==> config.mk <==
export PLATFORM = sky130hd
export DESIGN_NAME = shift_exec_ctrl
export DESIGN_NICKNAME = d
export VERILOG_FILES = /design/src/rtl/shift_exec_ctrl.sv
export SDC_FILE = /design/constraint.sdc
export NUM_CORES = 1
export LEC_CHECK = 0
export CAP_MARGIN = 20
export CORE_MARGIN = 4
export CORE_UTILIZATION = 35
export CTS_CLUSTER_SIZE = 8
export DETAILED_ROUTE_END_ITERATION = 12
export GPL_ROUTABILITY_DRIVEN = 0
export HOLD_SLACK_MARGIN = 0.1
export SLEW_MARGIN = 0
export SYNTH_ARGS = -nofsm -noshare
export SYNTH_HDL_FRONTEND = slang
export SYNTH_SLANG_ARGS = --single-unit
==> constraint.sdc <==
create_clock -name clk -period 3.47 [get_ports clk]
set_input_delay 0.694 -clock clk [delete_from_list [all_inputs] [get_ports clk]]
set_output_delay 0.694 -clock clk [all_outputs]
set_load 0.01 [all_outputs]
==> src/rtl/shift_exec_ctrl.sv <==
// shift_exec_ctrl: one-bit-per-clock LSL/LSR/ASR sequencer with N/Z/C flags.
// Requests and responses use valid/ready handshakes; abort kills the op in flight.
module shift_exec_ctrl #(
  parameter int DATA_W = 32,
  parameter int AMT_W  = 8
) (
  input  logic              clk,
  input  logic              rst,
  input  logic              req_valid,
  output logic              req_ready,
  input  logic              req_s,
  input  logic [1:0]        req_stype,
  input  logic [DATA_W-1:0] req_rm,
  input  logic [AMT_W-1:0]  req_amount,
  input  logic [2:0]        req_flags,
  input  logic              abort,
  output logic              rsp_valid,
  input  logic              rsp_ready,
  output logic [DATA_W-1:0] rsp_rd,
  output logic [2:0]        rsp_flags,
  output logic              busy
);
  localparam int CW = $clog2(DATA_W + 2);
  typedef enum logic [1:0] {IDLE, SHIFT, DONE} state_t;
  state_t state;
  logic [DATA_W-1:0] sreg;
  logic [CW-1:0] cnt, cap;
  logic [1:0] stype;
  logic s, c;
  logic [2:0] flags;
  // DATA_W+1 iterations already shift out every bit, so larger amounts saturate there
  assign cap = (32'(req_amount) > DATA_W + 1) ? CW'(DATA_W + 1) : CW'(req_amount);
  always_ff @(posedge clk or posedge rst) begin
    if (rst) begin
      state <= IDLE;
      sreg  <= '0;
      cnt   <= '0;
      c     <= 1'b0;
      stype <= '0;
      s     <= 1'b0;
      flags <= '0;
    end else begin
      case (state)
        IDLE: if (req_valid) begin
          sreg  <= req_rm;
          cnt   <= cap;
          c     <= req_flags[0];
          stype <= req_stype;
          s     <= req_s;
          flags <= req_flags;
          state <= (cap == '0 || req_stype == 2'b11) ? DONE : SHIFT;
        end
        SHIFT: if (abort) state <= IDLE;
        else begin
          c     <= (stype == 2'b00) ? sreg[DATA_W-1] : sreg[0];
          // ASR keeps the sign bit in place, so the MSB is the captured rm[MSB]
          sreg  <= (stype == 2'b00) ? {sreg[DATA_W-2:0], 1'b0}
                                    : {(stype == 2'b10) & sreg[DATA_W-1], sreg[DATA_W-1:1]};
          cnt   <= cnt - 1'b1;
          if (cnt == CW'(1)) state <= DONE;
        end
        DONE: if (abort || rsp_ready) state <= IDLE;
        default: state <= IDLE;
      endcase
    end
  end
  assign req_ready = state == IDLE;
  assign rsp_valid = state == DONE;
  assign busy      = state != IDLE;
  assign rsp_rd    = sreg;
  assign rsp_flags = s ? {sreg[DATA_W-1], ~|sreg, c} : flags;
endmodule

Word-level counts from Yosys, hierarchy flattened. Cells that the tools add are included.

Add/subtract/negate cells: 1. Magnitude comparators: 1. Equal/unequal tests: 9. Multiplexer cells: 19. Bitwise logic cells: 1. Reduce and logical (&&, ||, !) cells: 12.

Operators with widths (count): $mux 32 (3); $pmux 32 s2 (1); $reduce_or 32->1 (1); $mux 6 (3); $pmux 6 s2 (1); $mux 2 (5); $gt 8x6->1 const B (1); $eq 2x2->1 const B (3); $eq 6x1->1 const B (1); $logic_not 6->1 (1); $pmux 2 s3 (1); $reduce_and 3->1 (2); $sub 6x1->6 const B (1); $logic_not 2->1 (2); $ne 2x2->1 const B (2); $reduce_bool 2->1 (2); $mux 1 (3); $mux 3 (1); $ne 3x3->1 const B (1); $eq 2x1->1 const B (1); $logic_or 1x1->1 (2); $ne 2x1->1 const B (1); $pmux 1 s2 (1); $reduce_and 2->1 (1); other kinds (2) (2).

Register bits: 47. Input port bits: 51. Output and inout bits: 38. Logic and storage cells: 50.

Longest topological paths before layout. Gate-level depths: netlist of the first run.

Depth after elaboration: 7. Gate-level depth with buffers: 7. Gate-level depth less buffers: 6.

Worst setup path before layout of the first run. No wires, ideal clock.

Path kind: reg2out. From: register sreg[2], in the netlist rsp_rd[2]. To: output rsp_flags[1]. Data arrival time: 1.526 ns. Setup slack: 1.250 ns. Stages on the path, launching flop included: 4. Path buffers: 0. Cells stage by stage: dfrtp_1 > or4_1 > or4_1 > o22ai_1.

Longest elaborated chain between the ends: 3.

Ends and longest elaborated chain: start, declared (line 26) `logic [DATA_W-1:0] sreg;`; start signal, assigned (line 45) `sreg <= req_rm;`; start signal, assigned (line 57) `sreg <= (stype == 2'b00) ? {sreg[DATA_W-2:0], 1'b0}`; $reduce_or 32->1 (line 71) `assign rsp_flags = s ? {sreg[DATA_W-1], ~|sreg, c} : flags;`; $logic_not 1->1 (line 71); $mux 3 (line 71); end, declared (line 20) `output logic [2:0] rsp_flags,`.

Every way passes these cells.

Worst setup path in the final report of the first run.
From: register sreg[12], in the netlist rsp_rd[12]. To: output rsp_flags[1].

Same word-level chain as after synthesis.

==> impl_results.md, run 1 <==
* Run status: finished, final reports clean
* Routed wire per std cell at 16.9 um
* Critical path data arrival time at 2.49 ns
* Vias in the first global route at 2557
* Top cell type's share of synthesized area at 42.9%
* Switching share of power at 41.1%
* # nets final at 440
* Largest net degree at the start of global routing at 49
* Synth warn at 0
* Die ar. at 0.00932 mm^2
* Endpoints failing hold at 0
* Min cycle time layout at 3.18 ns
* Final Max Slew Viols at 0
* Post-synth cell types at 37
* CP max-delay cell: clkdlybuf4s50_1
* Setup Viol. Count Final at 0
* Dpl hpwl at 5.72 mm
* Mapped Area at 0.00274 mm^2
* Min-Delay Path Class: flip-flop to flip-flop
* Leak pwr at 1.61 nW
* CP peak stage delay at 0.56 ns
* Syn Area/Cell at 8.79 um^2
* GRT overflow at 0
* Detailed-router iteration count before antenna repair at 4
* Cts-stage hold buffer count at 0
* Post-synth EDFFs at 0
* Htree depth at 2
* DIE WIDTH at 96.5 um
* IO Pins at 89
* P_int at 1.86 mW
* Setup tns final at 0 ns
* Req. time, crit path at 2.78 ns
* Least-Margin Pin Slew at 0.754 ns
* Syn Inst Count at 312
* Antenna violations before repair at 0
* Leading post-synthesis cells by cell area: dfrtp_1 43%, a311oi_1 9.9%, a21o_1 9.0%
* Tot GR Track Use at 18.3%
* Sequential Power Share at 35.1%
* Pwr dens at 822 mW/mm^2
* Syn_nets at 365
* Routed Antenna Nets at 0
* Clk_lat worst skew at 0.30 ns
* Placement Cell Area at 0.00372 mm^2
* Root buf cell: clkbuf_8
* Layout area overhead at 39.9%
* # rows at 32
* Clock Pin Slew Worst Setup and Hold Paths at 0.09 ns
* Starting Density at 35.7%
* Total power at 3.15 mW
* Yosys reg bits at 47
* CTS sink count at 47
* Sequential share of the synthesized area at 42.9%
* Clock Path Buffers at 2
* Clk network pwr share at 13.5%
* Post-CTS Setup Inserts at 0
* CTS tree: done
* Final period util at 91.6%
* Worst path top cell family by delay: simple AND/OR/NAND/NOR gates
* Setup repair after global routing missed its margin: false
* Worst vdd ir at 365 uV
* Total number of vias at 2694
* Layout cell share with drive strength beyond 1 at 7.73%
* Post-synth top cells: 47 x dfrtp_1, 40 x nor2_1, 40 x o21ai_0
* Drt first-iter violations at 167
* Global-route wire length before repair at 13.3 mm
* Final wirelength at 8.30 mm
* Worst-path maximum fanout at 5
* Post-CTS resize count at 0
* Post-synthesis async set-or-reset flop share at 100%
* Crit Path Class: flip-flop to output pin
* Largest area contributor in the netlist: dfrtp_1
* Post-route DRC at 0
* Cell with the most instances after synthesis: dfrtp_1
* MaxCap Viol Count at 0
* Final instance area at 0.00384 mm^2
* Max Freq at 314 MHz
* N_diodes at 0
* Num CTS Buffers at 5
* CP Cell Sequence: nor4_1 > nand4_1 > or4_1 > o22ai_1 > clkdlybuf4s50_1
* CP startpoint kind: flip-flop
* Logic pwr share at 51.4%
* Ys flop type: dfrtp_1
* WP buf/inv at 1
* Drt via density at 5.50
* Critical Path Sink Type: output pin
* Core Region at 0.00769 mm^2
* Worst slew margin at 49.6%
* I/O Buffers at 88
* Switch Pwr at 1.30 mW
* Die height at 96.5 um
* Worst-case clock skew at 0.00863 ns
[area by class of cell]
cell class,instances,area (um^2)
Fill cell,775,3850
Sequential cell,47,1180
Multi-Input combinational cell,230,1440
Inverter,8,30.0
Clock buffer,6,82.6
Clock inverter,2,35.0
Timing Repair Buffer,95,946
Tap cell,102,128
[power groups by stage]
| stage | clock network, mW | registers [mW] | logic (mW) |
|---|---|---|---|
| 4_1_cts | 0.439 | 1.11 | 1.64 |
| 2_1_floorplan | 0 | 1.13 | 0.831 |
| 3_5_place_dp | 0 | 1.12 | 1.63 |
| 5_1_grt | 0.463 | 1.17 | 1.79 |
| 6_report | 0.425 | 1.11 | 1.62 |
| 3_3_place_gp | 0 | 1.10 | 1.64 |
[metrics by stage]
step / hold slack, ns / util, % / instances / worst slack (ns)
floorplan: 0.444 / - / 312 / 1.25
global placement: 0.472 / 48.4 / 482 / 0.568
detailed placement: 0.474 / 48.4 / 482 / 0.533
CTS: 0.496 / 49.9 / 490 / 0.187
global route: 0.515 / 49.9 / 490 / 0.145
finish: 0.488 / 49.9 / 490 / 0.290
[flip-flops by register name, summed over array words and instances, names as in the netlist]
| register | cells |
|---|---|
| rsp_rd | 32 |
| cnt | 6 |
| flags | 3 |
| state | 2 |
| stype | 2 |
| c | 1 |
| s | 1 |
[path summary, 6_finish.rpt]
check / endpoint / cells past startpoint / from / slack [ns]
min reg2reg: c$_DFFE_PP0P_ / 1 / c$_DFFE_PP0P_ / 0.49
max: rsp_flags[1] / 5 / rsp_rd[12]$_DFFE_PP0P_ / 0.29
max in group asynchronous: rsp_rd[27]$_DFFE_PP0P_ / 3 / rst / 2.19
max reg2reg: rsp_rd[16]$_DFFE_PP0P_ / 5 / state[0]$_DFFE_PP0P_ / 1.52
min: c$_DFFE_PP0P_ / 1 / c$_DFFE_PP0P_ / 0.49
min in group asynchronous: rsp_rd[10]$_DFFE_PP0P_ / 3 / rst / 0.87
[per-layer routing]
metal | wire (um) | vias to the layer above | track usage [%]
met1 | 3720 | 1299 | 26.2
met4 | 84 | 0 | 4.21
met5 | 0 | - | 0
met2 | 3870 | 90 | 27.9
li1 | - | 1298 | -
met3 | 626 | 7 | 4.80
[placed cells by master (no fill, tap or decap), types with 4 or more instances in the layout]
cell type and instances:
clkdlybuf4s50_1 88, a311oi_1 31, clkbuf_8 6, o21ai_0 40, dfrtp_1 47, nor2_1 39, buf_4 6, inv_1 7
nand2_1 34, mux2_2 8, nor4_1 5, a21o_1 32, a21oi_1 4
[logic make-up (layout without fill, tap and decap cells)]
| logic type | after synthesis | in the layout | synth area share [%] |
|---|---|---|---|
| multiplexers | 8 | 8 | 3.28 |
| AO/OA/AOI/OAI | 122 | 122 | 31.9 |
| adder cells (fa/ha/maj) | 2 | 2 | 0.912 |
| flip-flops | 47 | 47 | 42.9 |
| AND/OR/NAND/NOR | 98 | 98 | 16.0 |
| buffers and inverters | 35 | 111 | 5.06 |
(Power assumes the default switching activity.)
==> run 2: changes to the inputs <==
--- a/config.mk
+++ b/config.mk
@@ -12,6 +12,8 @@
 export DETAILED_ROUTE_END_ITERATION = 12
 export GPL_ROUTABILITY_DRIVEN = 0
 export HOLD_SLACK_MARGIN = 0.1
+export REMOVE_ABC_BUFFERS = 1
+export SETUP_SLACK_MARGIN = 0.5
 export SLEW_MARGIN = 0
 export SYNTH_ARGS = -nofsm -noshare
 export SYNTH_HDL_FRONTEND = slang
==> impl_results.md, run 2 (synthesis results as in run 1) <==
* Run status: finished, final reports clean
* Sequential Power Share at 35.0%
* Clk_lat worst skew at 0.31 ns
* Tot GR Track Use at 17.8%
* Min-Delay Path Class: flip-flop to flip-flop
* Cells after DPL at 482
* Util after Layout at 50.4%
* Drt first-iter violations at 125
* Detailed-router iteration count before antenna repair at 4
* Placement Cell Area at 0.00374 mm^2
* Layout cell share with drive strength beyond 1 at 8.51%
* Htree depth at 2
* Root buf cell: clkbuf_8
* Final Max Slew Viols at 0
* IO Pins at 89
* Endpoints failing hold at 0
* I/O Buffers at 88
* P_int at 1.88 mW
* GRT overflow at 0
* Die height at 96.5 um
* Switching share of power at 41.2%
* WP buf/inv at 1
* Critical Path Sink Type: output pin
* DIE WIDTH at 96.5 um
* CP max-delay cell: or4_1
* Min cycle time layout at 2.86 ns
* CP peak stage delay at 0.55 ns
* # rows at 32
* Top cell by count, worst path: or4_1
* Pwr dens at 824 mW/mm^2
* Pre-CTS WS at 0.618 ns
* Num CTS Buffers at 5
* MaxCap Viol Count at 0
* Worst-path maximum fanout at 5
* CTS tree: done
* Fin cells at 490
* Worst vdd ir at 418 uV
* Clock Pin Slew Worst Setup and Hold Paths at 0.10 ns
* Setup repair after global routing missed its margin: false
* Fillers at 750
* Vias in the first global route at 2558
* Cts-stage hold buffer count at 0
* Die ar. at 0.00932 mm^2
* Global-route wire length before repair at 12.9 mm
* Routed wire per std cell at 16.6 um
* Worst slew margin at 48.4%
* Largest net degree at the start of global routing at 51
* Worst path top cell family by delay: simple AND/OR/NAND/NOR gates
* Starting Density at 35.7%
* Crit Path Class: flip-flop to output pin
* Final period util at 82.5%
* Final wirelength at 8.12 mm
* N_diodes at 0
* Switch Pwr at 1.31 mW
* Least-Margin Pin Slew at 0.773 ns
* CP Cell Sequence: or4_1 > or4_1 > o22ai_1 > dlygate4sd2_1
* Layout area overhead at 41.2%
* Setup tns final at 0 ns
* CTS sink count at 47
* Drt via density at 5.52
* Clock Path Buffers at 2
* # nets final at 440
* Post-CTS Setup Inserts at 0
* Clk network pwr share at 13.3%
* Commonest cells after routing, fill and taps aside: 87 x clkdlybuf4s50_1, 46 x dfrtp_1, 40 x o21ai_0
* Dpl hpwl at 5.72 mm
* Worst-case clock skew at 0.0127 ns
* Setup Viol. Count Final at 0
* Hold WS at 0.488 ns
* Logic pwr share at 51.7%
* Req. time, crit path at 2.78 ns
* Most common cell after layout, fill and taps aside: clkdlybuf4s50_1
* Routed Antenna Nets at 0
* Leak pwr at 1.62 nW
* Core Region at 0.00769 mm^2
* Max reg flops at 32
* CP startpoint kind: flip-flop
* Antenna violations before repair at 0
* Total number of vias at 2704
* Final instance area at 0.00387 mm^2
* Max Freq at 349 MHz
* Total power at 3.19 mW
* Setup ws final at 0.606 ns
* Critical path data arrival time at 2.17 ns
* Post-route DRC at 0
==> run 2: worst paths after layout <==
check                                           start                endpoint  slack [ns]  cells after the start
worst max-delay path            rsp_rd[2]$_DFFE_PP0P_            rsp_flags[1]        0.61                      4
worst min-delay path                    c$_DFFE_PP0P_           c$_DFFE_PP0P_        0.49                      1
worst max register to register   stype[1]$_DFFE_PP0P_  rsp_rd[25]$_DFFE_PP0P_        1.45                      6
worst min register to register          c$_DFFE_PP0P_           c$_DFFE_PP0P_        0.49                      1
max in group asynchronous                         rst  rsp_rd[31]$_DFFE_PP0P_        2.03                      3
min in group asynchronous                         rst    flags[1]$_DFFE_PP0P_        0.68                      2
==> run 2: worst register-to-register path, cell delays in order, from the launching register on <==
cell and delay [ns]:
dfrtp_1 0.36, buf_4 0.23, nor2_2 0.65, buf_12 0.23, nand2_1 0.06, a311oi_1 0.31, a21o_1 0.12
==> run 2: power by group through the flow <==
stage / clock [mW] / combinational, mW / sequential, mW
6_report: 0.426 / 1.65 / 1.12
2_1_floorplan: 0 / 0.756 / 1.16
3_5_place_dp: 0 / 1.66 / 1.12
5_1_grt: 0.456 / 1.82 / 1.16
3_3_place_gp: 0 / 1.68 / 1.09
4_1_cts: 0.433 / 1.67 / 1.11
==> run 2: repair_timing <==
| item | in CTS | in global routing |
|---|---|---|
| endpoints found under the hold margin | 0 | 0 |
| setup endpoints to repair | 1 | 1 |
| gates cloned | 0 | 0 |
| resized for setup | 3 | 1 |
==> run 2: layout make-up <==
type	count	area, um^2	share of cell area, %
tap	102	128	3.29
timing repair buffer	95	970	25.0
clock buffer	6	82.6	2.13
inverter	8	30.0	0.775
multi-input combinational	230	1450	37.5
clock inverter	2	35.0	0.904
sequential	47	1180	30.4
==> run 2: per-layer routing <==
metal	vias up	global-route usage [%]	part of all wire, %
li1	1305	-	-
met1	1315	24.9	45
met2	76	28.1	47
met3	8	3.33	6.0
met4	0	5.49	1.6
met5	-	0	0
==> run 3: changes to the inputs <==
--- a/config.mk
+++ b/config.mk
@@ -12,6 +12,7 @@
 export DETAILED_ROUTE_END_ITERATION = 12
 export GPL_ROUTABILITY_DRIVEN = 0
 export HOLD_SLACK_MARGIN = 0.1
+export PLACE_DENSITY = 0.66
 export REMOVE_ABC_BUFFERS = 1
 export SETUP_SLACK_MARGIN = 0.5
 export SLEW_MARGIN = 0
==> constraint.sdc (replaced) <==
create_clock -name clk -period 2.4 [get_ports clk]
set_input_delay 0.48 -clock clk [delete_from_list [all_inputs] [get_ports clk]]
set_output_delay 0.48 -clock clk [all_outputs]
set_load 0.01 [all_outputs]
==> impl_results.md, run 3 (synthesis results as in run 1) <==
* CP peak stage delay at 0.53 ns
* # nets final at 465
* Final Max Slew Viols at 0
* Setup Viol. Count Final at 0
* Global-route wire length before repair at 13.3 mm
* Drt via density at 5.39
* Num CTS Buffers at 5
* Max reg flops at 32
* Critical path data arrival time at 1.89 ns
* Routed Antenna Nets at 0
* CTS tree: done
* Top cell by count, worst path: or4_4
* Worst-case clock skew at 0.00922 ns
* Critical Path Sink Type: output pin
* CTS sink count at 47
* Routed wire per std cell at 15.9 um
* CP startpoint kind: flip-flop
* Core Region at 0.00769 mm^2
* Largest net degree at the start of global routing at 79
* Commonest cells after routing, fill and taps aside: 78 x clkdlybuf4s50_1, 45 x dfrtp_1, 40 x o21ai_0
* Req. time, crit path at 1.92 ns
* Worst slew margin at 60.1%
* Vias in the first global route at 2716
* # rows at 32
* Worst-path maximum fanout at 2
* Die height at 96.5 um
* I/O Buffers at 88
* Pre-CTS WS at -0.195 ns
* Layout cell share with drive strength beyond 1 at 15.7%
* Die ar. at 0.00932 mm^2
* Clk_lat worst skew at 0.30 ns
* IO Pins at 89
* Detailed-router iteration count before antenna repair at 4
* Clock Pin Slew Worst Setup and Hold Paths at 0.09 ns
* Antenna violations before repair at 0
* Total number of vias at 2778
* Hold WS at 0.494 ns
* Setup ws final at 0.0269 ns
* Setup repair after global routing missed its margin: true
* MaxCap Viol Count at 0
* Run status: finished, final reports clean
* Leak pwr at 1.79 nW
* N_diodes at 0
* Switching share of power at 40.5%
* Starting Density at 35.7%
* Final period util at 98.9%
* Clk network pwr share at 10.9%
* Final wirelength at 8.20 mm
* CP Cell Sequence: or4_4 > or4_4 > o22ai_2 > buf_2
* Root buf cell: clkbuf_8
* GRT overflow at 0
* Sequential Power Share at 31.9%
* Dpl hpwl at 5.74 mm
* Worst vdd ir at 488 uV
* Endpoints failing hold at 0
* Most common cell after layout, fill and taps aside: clkdlybuf4s50_1
* Crit Path Class: flip-flop to output pin
* Pwr dens at 1180 mW/mm^2
* Drt first-iter violations at 115
* Clock Path Buffers at 2
* Htree depth at 2
* Min cycle time layout at 2.37 ns
* Max Freq at 421 MHz
* Least-Margin Pin Slew at 0.598 ns
* Switch Pwr at 1.94 mW
* P_int at 2.85 mW
* Post-route DRC at 0
* Tot GR Track Use at 18.1%
* CP max-delay cell: or4_4
* Logic pwr share at 57.3%
* DIE WIDTH at 96.5 um
* Min-Delay Path Class: flip-flop to flip-flop
* Layout area overhead at 48.1%
* Cts-stage hold buffer count at 0
run 3: cell types whose count changed in the layout (fill, tap and decap cells not counted), sizes merged:
cell / change
clkdlybuf4s15: +1
clkinv: -1
bufinv: -1
dlymetal6s2s: +5
clkbuf: +3
dlygate4sd2: +1
clkdlybuf4s50: -9
buf: +26
run 3: layer usage:
metal  track usage, %  share of wire [%]
met4             5.37                1.6
met2             28.6                 47
met3             3.18                5.5
met5                0                  0
met1             25.5                 46
run 3: metrics by stage:
step / area (um^2) / instances / utilization (%) / TNS (ns) / total power, mW
after floorplan: 2630 / 285 / - / -41.83 / 2.78
after global placement: 3900 / 504 / 50.7 / -0.142 / 4.22
after detailed placement: 3900 / 504 / 50.7 / -0.195 / 4.26
after CTS: 4030 / 513 / 52.4 / -0.00448 / 4.82
after global routing: 4060 / 515 / 52.8 / -0.0493 / 5.19
final: 4060 / 515 / 52.8 / 0 / 4.79
run 3: final timing paths:
path,from,slack (ns),cells past startpoint,end
max,rsp_rd[2]$_DFFE_PP0P_,0.03,4,rsp_flags[1]
min,c$_DFFE_PP0P_,0.49,1,c$_DFFE_PP0P_
max reg2reg,state[1]$_DFFE_PP0P_,0.64,6,rsp_rd[25]$_DFFE_PP0P_
min reg2reg,c$_DFFE_PP0P_,0.49,1,c$_DFFE_PP0P_
max in group asynchronous,rst,1.31,3,state[0]$_DFFE_PP0P_
min in group asynchronous,rst,0.64,3,flags[1]$_DFFE_PP0P_
run 3: layout make-up:
class,instances,area (um^2)
Clock buffer,8,100
Fill cell,739,3630
Inverter,8,30.0
Multi-Input combinational cell,230,1480
Sequential cell,47,1180
Tap cell,102,128
Timing Repair Buffer,120,1150
run 3: power by group through the flow:
stage                     Combinational (mW)  Sequential (mW)  Clock (mW)
final                                   2.75             1.53       0.520
after global routing                    3.02             1.59       0.576
after CTS                               2.76             1.51       0.541
after detailed placement                2.75             1.51           0
after global placement                  2.74             1.49           0
after floorplan                         1.09             1.68           0
run 3: timing repair:
item                                    CTS  global route
pin swaps                                 2             3
endpoints found under the setup margin    7             6
buffers inserted                          1             2
resized for setup                        17             9
run 3: critical path: cells and delay by family, from the launching register on:
family                 cells  cell delay (ns)
flip-flops                 1             0.38
AO/OA/AOI/OAI              1             0.10
AND/OR/NAND/NOR            2             0.98
buffers and inverters      1             0.15
